`src/rtl/ps2_host_tx.sv`:
```
// ---------------------------------------------------------------------------
// ps2_host_tx
//   Host-to-device PS/2 transmitter. Sends one command byte to the keyboard
//   over the open-drain CLK/DAT pair. The frame is start, 8 data bits LSB
//   first, odd parity, stop, then the device ACK. The *_oe outputs request a
//   low drive on the pin. The top level turns them into tri-state pads.
//
// Ports
//   CLOCK_50     in   system clock
//   resetn       in   asynchronous active-low reset
//   ps2_clk_in   in   PS2_CLK pin level (asynchronous)
//   ps2_dat_in   in   PS2_DAT pin level (asynchronous)
//   ps2_clk_oe   out  1 = pull PS2_CLK low, 0 = release
//   ps2_dat_oe   out  1 = pull PS2_DAT low, 0 = release
//   tx_data      in   command byte
//   tx_valid     in   send request, taken only while tx_ready = 1
//   tx_ready     out  high only in IDLE
//   busy         out  high in every state except IDLE
//   done         out  1-cycle pulse when a transfer finishes (ACK or not)
//   ack_err      out  1-cycle pulse with done when the device did not ACK
//   timeout_err  out  1-cycle pulse when a transfer is aborted by timeout
// ---------------------------------------------------------------------------
module ps2_host_tx #(
    parameter int INHIBIT_CYCLES = 5000,
    parameter int TIMEOUT_CYCLES = 750000,
    parameter int CNT_W          = 20
) (
    input  logic       CLOCK_50,
    input  logic       resetn,
    input  logic       ps2_clk_in,
    input  logic       ps2_dat_in,
    output logic       ps2_clk_oe,
    output logic       ps2_dat_oe,
    input  logic [7:0] tx_data,
    input  logic       tx_valid,
    output logic       tx_ready,
    output logic       busy,
    output logic       done,
    output logic       ack_err,
    output logic       timeout_err
);

    localparam logic [2:0] S_IDLE      = 3'd0;
    localparam logic [2:0] S_INHIBIT   = 3'd1;
    localparam logic [2:0] S_START     = 3'd2;
    localparam logic [2:0] S_REQ       = 3'd3;
    localparam logic [2:0] S_SEND      = 3'd4;
    localparam logic [2:0] S_ACK       = 3'd5;
    localparam logic [2:0] S_WAIT_IDLE = 3'd6;

    localparam logic [CNT_W-1:0] INHIBIT_LAST = CNT_W'(INHIBIT_CYCLES - 1);
    localparam logic [CNT_W-1:0] TIMEOUT_LAST = CNT_W'(TIMEOUT_CYCLES - 1);
    localparam logic [CNT_W-1:0] CNT_MAX      = '1;

    // Two-stage synchronisers, plus one extra CLK stage for edge detection.
    logic clk_meta_q, clk_sync_q, clk_last_q;
    logic dat_meta_q, dat_sync_q;
    logic fall;

    logic [2:0]       state_q, state_d;
    logic [CNT_W-1:0] cnt_q, cnt_d, cnt_inc;
    logic [3:0]       bit_cnt_q, bit_cnt_d;
    logic [7:0]       data_q, data_d;
    logic             parity_q, parity_d;
    logic             clk_oe_q, clk_oe_d;
    logic             dat_oe_q, dat_oe_d;
    logic             ack_flag_q, ack_flag_d;
    logic             done_q, done_d;
    logic             ack_err_q, ack_err_d;
    logic             timeout_err_q, timeout_err_d;

    // The idle bus level is high, so the synchronisers reset to 1. This keeps
    // a phantom falling edge from appearing right after reset.
    always_ff @(posedge CLOCK_50 or negedge resetn) begin
        if (!resetn) begin
            clk_meta_q <= 1'b1;
            clk_sync_q <= 1'b1;
            clk_last_q <= 1'b1;
            dat_meta_q <= 1'b1;
            dat_sync_q <= 1'b1;
        end else begin
            // NOTE: sequential state uses non-blocking assignments so every
            // flop samples the pre-edge values, which keeps the chain ordered.
            clk_meta_q <= ps2_clk_in;
            clk_sync_q <= clk_meta_q;
            clk_last_q <= clk_sync_q;
            dat_meta_q <= ps2_dat_in;
            dat_sync_q <= dat_meta_q;
        end
    end

    assign fall = clk_last_q & ~clk_sync_q;

    always_comb begin
        // NOTE: every signal driven here gets a default first. A path that
        // leaves a signal unassigned would otherwise infer a latch.
        state_d       = state_q;
        cnt_d         = cnt_q;
        bit_cnt_d     = bit_cnt_q;
        data_d        = data_q;
        parity_d      = parity_q;
        clk_oe_d      = clk_oe_q;
        dat_oe_d      = dat_oe_q;
        ack_flag_d    = ack_flag_q;
        done_d        = 1'b0;
        ack_err_d     = 1'b0;
        timeout_err_d = 1'b0;
        cnt_inc       = (cnt_q == CNT_MAX) ? cnt_q : cnt_q + CNT_W'(1);

        case (state_q)
            S_IDLE: begin
                clk_oe_d = 1'b0;
                dat_oe_d = 1'b0;
                if (tx_valid) begin
                    data_d     = tx_data;
                    parity_d   = ~^tx_data;
                    cnt_d      = '0;
                    bit_cnt_d  = 4'd0;
                    ack_flag_d = 1'b0;
                    clk_oe_d   = 1'b1;
                    state_d    = S_INHIBIT;
                end
            end

            S_INHIBIT: begin
                if (cnt_q == INHIBIT_LAST) begin
                    dat_oe_d = 1'b1;              // start bit, CLK still low
                    state_d  = S_START;
                end else begin
                    cnt_d = cnt_inc;
                end
            end

            S_START: begin
                clk_oe_d = 1'b0;                  // release CLK: request-to-send
                cnt_d    = '0;
                state_d  = S_REQ;
            end

            S_REQ, S_SEND, S_ACK, S_WAIT_IDLE: begin
                if (state_q == S_WAIT_IDLE && clk_sync_q && dat_sync_q) begin
                    done_d    = 1'b1;
                    ack_err_d = ack_flag_q;
                    state_d   = S_IDLE;
                end else if (fall) begin
                    // A fall always beats a timeout in the same cycle.
                    cnt_d = '0;
                    if (state_q == S_REQ || state_q == S_SEND) begin
                        bit_cnt_d = bit_cnt_q + 4'd1;
                        if (bit_cnt_q < 4'd8)
                            dat_oe_d = ~data_q[bit_cnt_q[2:0]];
                        else if (bit_cnt_q == 4'd8)
                            dat_oe_d = ~parity_q;
                        else
                            dat_oe_d = 1'b0;      // stop bit: release DAT
                        state_d = (bit_cnt_q == 4'd9) ? S_ACK : S_SEND;
                    end else if (state_q == S_ACK) begin
                        bit_cnt_d  = bit_cnt_q + 4'd1;
                        ack_flag_d = dat_sync_q;  // high DAT means no ACK
                        state_d    = S_WAIT_IDLE;
                    end
                end else if (cnt_q >= TIMEOUT_LAST) begin
                    dat_oe_d      = 1'b0;
                    clk_oe_d      = 1'b0;
                    timeout_err_d = 1'b1;
                    state_d       = S_IDLE;
                end else begin
                    cnt_d = cnt_inc;
                end
            end

            default: begin
                clk_oe_d = 1'b0;
                dat_oe_d = 1'b0;
                state_d  = S_IDLE;
            end
        endcase
    end

    // Reset clears both output enables at once, so the lines are released
    // without waiting for a clock edge.
    always_ff @(posedge CLOCK_50 or negedge resetn) begin
        if (!resetn) begin
            state_q       <= S_IDLE;
            cnt_q         <= '0;
            bit_cnt_q     <= 4'd0;
            data_q        <= 8'h00;
            parity_q      <= 1'b0;
            clk_oe_q      <= 1'b0;
            dat_oe_q      <= 1'b0;
            ack_flag_q    <= 1'b0;
            done_q        <= 1'b0;
            ack_err_q     <= 1'b0;
            timeout_err_q <= 1'b0;
        end else begin
            state_q       <= state_d;
            cnt_q         <= cnt_d;
            bit_cnt_q     <= bit_cnt_d;
            data_q        <= data_d;
            parity_q      <= parity_d;
            clk_oe_q      <= clk_oe_d;
            dat_oe_q      <= dat_oe_d;
            ack_flag_q    <= ack_flag_d;
            done_q        <= done_d;
            ack_err_q     <= ack_err_d;
            timeout_err_q <= timeout_err_d;
        end
    end

    assign ps2_clk_oe  = clk_oe_q;
    assign ps2_dat_oe  = dat_oe_q;
    assign tx_ready    = (state_q == S_IDLE);
    assign busy        = (state_q != S_IDLE);
    assign done        = done_q;
    assign ack_err     = ack_err_q;
    assign timeout_err = timeout_err_q;

endmodule

```
`config.mk`:
```
export PLATFORM = sky130hd
export DESIGN_NAME = ps2_host_tx
export DESIGN_NICKNAME = d
export VERILOG_FILES = /design/src/rtl/ps2_host_tx.sv
export SDC_FILE = /design/constraint.sdc
export NUM_CORES = 1
export LEC_CHECK = 0
export BUFFER_PORTS_ARGS = -buffer_cell sky130_fd_sc_hd__buf_2
export CORE_ASPECT_RATIO = 1.2
export CORE_MARGIN = 4
export CORE_UTILIZATION = 40
export CTS_CLUSTER_DIAMETER = 40
export CTS_CLUSTER_SIZE = 14
export DETAILED_ROUTE_END_ITERATION = 16
export PLACE_DENSITY = 0.6
export SKIP_CTS_REPAIR_TIMING = 1
export SYNTH_ARGS = -nofsm -noshare
export SYNTH_HDL_FRONTEND = slang
export SYNTH_SLANG_ARGS = --single-unit
```
`constraint.sdc`:
```
create_clock -name CLOCK_50 -period 2.9 [get_ports CLOCK_50]
set_input_delay 0.435 -clock CLOCK_50 [delete_from_list [all_inputs] [get_ports CLOCK_50]]
set_output_delay 0.435 -clock CLOCK_50 [all_outputs]
set_load 0.01 [all_outputs]
```
==> results.yml <==
sta:
  slew_headroom: 0.3116
  finalCritPeriodShare: 0.8810
  fin_tns_setup_ns: 0
  clock.fmax_mhz: 391.4
  drv_slew: 0
  finalCriticalPeriod_ns: 2.555
  grt_setup_unrepaired: "no"
  setup_viol: 0
  worstMarginPinSlew_ns: 1.033
  finalHoldViolCount: 0
  fin_ws_ns: 0.3452
  finClkSkew_ns: 0.007671
floorplanning:
  pin_count: 20
  start_util: 0.4155
  core-area_um2: 6486
  num_rows: 32
  dieWidth_um: 82.93
  die_h_um: 97.92
  die_area_um2: 8120
placed_design:
  post-dp-hpwl_um: 4276
  dp_slack_ns: 0.2600
  post-place-cells: 387
  gp_congestion: 0.8687
  portBuffers: 19
power_and_ir_drop:
  cellPowerDensity_nw_per_um2: 370.2
  intPower_uw: 849.4
  leakage_uw: 0.001252
  sequentialPowerShare: 0.604
  swShare: 0.2311
  peakVddDrop_mv: 0.2488
  power_uw: 1105
  combPwrFrac: 0.046
  power.switching_uw: 255.2
  power_frac_clock: 0.349
hold_path:
  hp-class: "input port to flip-flop"
worst_setup_path:
  required_ns: 3.11
  setup.worst_path.start_class: "flip-flop"
  crit_type: "flip-flop to flip-flop"
  critPathCaptureType: "flip-flop"
  crit_fanout: 26
  cp_data_arrival_time_ns: 2.77
final_layout:
  multi_input_area_um2: 1423
  finalNetCount: 326
  drive_gt1_frac: 0.1935
  fin_cells: 395
  regArea_um2: 1182
  n_antenna_cell: 0
  fin_util: 0.4601
  fillCellCount: 654
  syn_to_final_growth_pct: 10.72
clocking:
  cts-htree-levels: 2
  cts_tree: "done"
  clk_latency_ns: 0.30
  root_buffer: "clkbuf_8"
  clock_path_buffers: 2
  cts_buffers: 5
  clk_pin_slew_ns: 0.09
  cts_sinks: 47
yosys:
  async_reset_ff_frac: 1.000
  syn_avg_cell_area_um2: 9.358
  synthFlopType: "dfrtp_1"
  synth_top_cell_area_share: 0.3900
  synth_seq_area_share: 0.4387
  syn-instance-count: 288
  synth_cell_types: 60
  syn-num-nets: 305
  yosys-top-cells-area: "dfrtp_1 (39%), dfstp_2 (4.9%), a21oi_1 (4.3%)"
  ys_ff_latch: 47
  synth_warnings: 0
  synth_top_cell_by_area: "dfrtp_1"
  synth_area_um2: 2695
  synth_enable_flop_cells: 0
global_route:
  grt_pass1_wl_um: 10480
  grt-busiest-layer: "met2"
  grt_max_degree: 48
  globalRouteMet3Util: 0.03122
  grt_use_met2: 0.2605
  grt_pass1_vias: 2178
  met1_usage: 0.2005
  antenna_found_initial: 0
  grt_overflow: 0
  grt_util_all_layers: 0.1549
route:
  drt_wl_total_um: 5876
  drc: 0
  post_drt_wl_per_cell_um: 14.88
  initialDrtViolationCount: 115
  first_pass_iters: 4
  ant_nets: 0
  vias: 2251
  vias_per_cell: 5.699
flow_run:
  cap_violations: 0
outcome:
  outcome: "finished, final reports clean"
-- kinds of logic after synthesis --
family          Yosys count  synth area share
xor+xnor                  8           0.02879
compound gates           77            0.1811
buf+inv                  21           0.03389
simple gates            119            0.2409
fa+ha+maj                 4           0.01857
flops                    47            0.4387
mux                      12           0.05803
-- sequential cells by signal (all words and copies together), names as in the netlist --
| name | cells |
|---|---|
| cnt_q | 20 |
| data_q | 8 |
| bit_cnt_q | 4 |
| state_q | 3 |
| ack_err | 1 |
| ack_flag_q | 1 |
| clk_last_q | 1 |
| clk_meta_q | 1 |
| clk_sync_q | 1 |
| dat_meta_q | 1 |
| dat_sync_q | 1 |
| done | 1 |
| parity_q | 1 |
| ps2_clk_oe | 1 |
| ps2_dat_oe | 1 |
| timeout_err | 1 |
-- critical path: stages, from the launching register on --
cell      delay (ns)
dfrtp_1         0.42
ha_1            0.26
nand3_1         0.10
o221ai_1        0.17
a21o_1          0.25
a221o_2         0.54
or4_1           0.55
a21oi_1         0.18
-- cells in the mapped netlist, types with 4 or more instances --
| library cell | count |
|---|---|
| dfrtp_1 | 42 |
| nand2_1 | 29 |
| a21oi_1 | 23 |
| o21ai_0 | 19 |
| nand3_1 | 16 |
| nor2_1 | 15 |
| or4_1 | 10 |
| mux2_2 | 9 |
| clkbuf_1 | 8 |
| nand4_1 | 8 |
| o31ai_1 | 8 |
| inv_1 | 7 |
| nor3_1 | 7 |
| xnor2_1 | 6 |
| dfstp_2 | 5 |
| nor2b_1 | 5 |
| buf_2 | 4 |
| ha_1 | 4 |
| nand2b_1 | 4 |
| nor4_1 | 4 |
| or3_1 | 4 |
-- metal layers --
layer / vias to the layer above / share of wire
met3: 6 / 0.028
met1: 1089 / 0.45
met2: 36 / 0.51
met4: 0 / 0.012
met5: - / 0
li1: 1120 / -
-- area by class of cell --
| cell class | instances | share of cell area |
|---|---|---|
| multi-input cells | 220 | 0.4767 |
| flip-flops and latches | 47 | 0.3962 |
| repair buffers | 28 | 0.05451 |
| well taps | 85 | 0.03564 |
| clock buffers | 5 | 0.02306 |
| inverters | 7 | 0.008805 |
| clock inverters | 3 | 0.005031 |
-- final timing paths --
check | from | end | slack (ns) | cells after the start
setup / recovery | cnt_q[0] | cnt_q[15] | 0.35 | 7
hold / removal | ps2_dat_in | dat_meta_q | 0.23 | 1
min in group asynchronous | resetn | cnt_q[6] | 0.31 | 1
setup reg to reg | cnt_q[0] | cnt_q[15] | 0.35 | 7
max in group asynchronous | resetn | data_q[1] | 1.95 | 1
hold reg to reg | dat_meta_q | dat_sync_q | 0.36 | 0
-- power by group through the flow --
stage          combinational (uW)  sequential, uW  clock, uW
3_3_place_gp                 53.0             680          0
6_report                     51.4             668        386
4_1_cts                      53.3             668        404
3_5_place_dp                 53.3             681          0
2_1_floorplan                26.4             678          0
5_1_grt                      59.6             669        432
-- stage by stage --
stage,instance area [um^2],hold slack [ns]
floorplan,2695,0.1394
global placement,2899,0.3467
detailed placement,2899,0.3472
CTS,2983,0.2171
global route,2984,0.2081
finish,2984,0.2307
-- cells in the final DEF, fill, tap and decap left out, drive strengths merged, types with 9 or more instances in the layout --
| master | instances |
|---|---|
| a21oi | 23 |
| buf | 28 |
| dfrtp | 42 |
| mux2 | 9 |
| nand2 | 29 |
| nand3 | 16 |
| nor2 | 15 |
| o21ai | 20 |
| or4 | 10 |
Note: power is estimated with default switching activity, not from simulation.
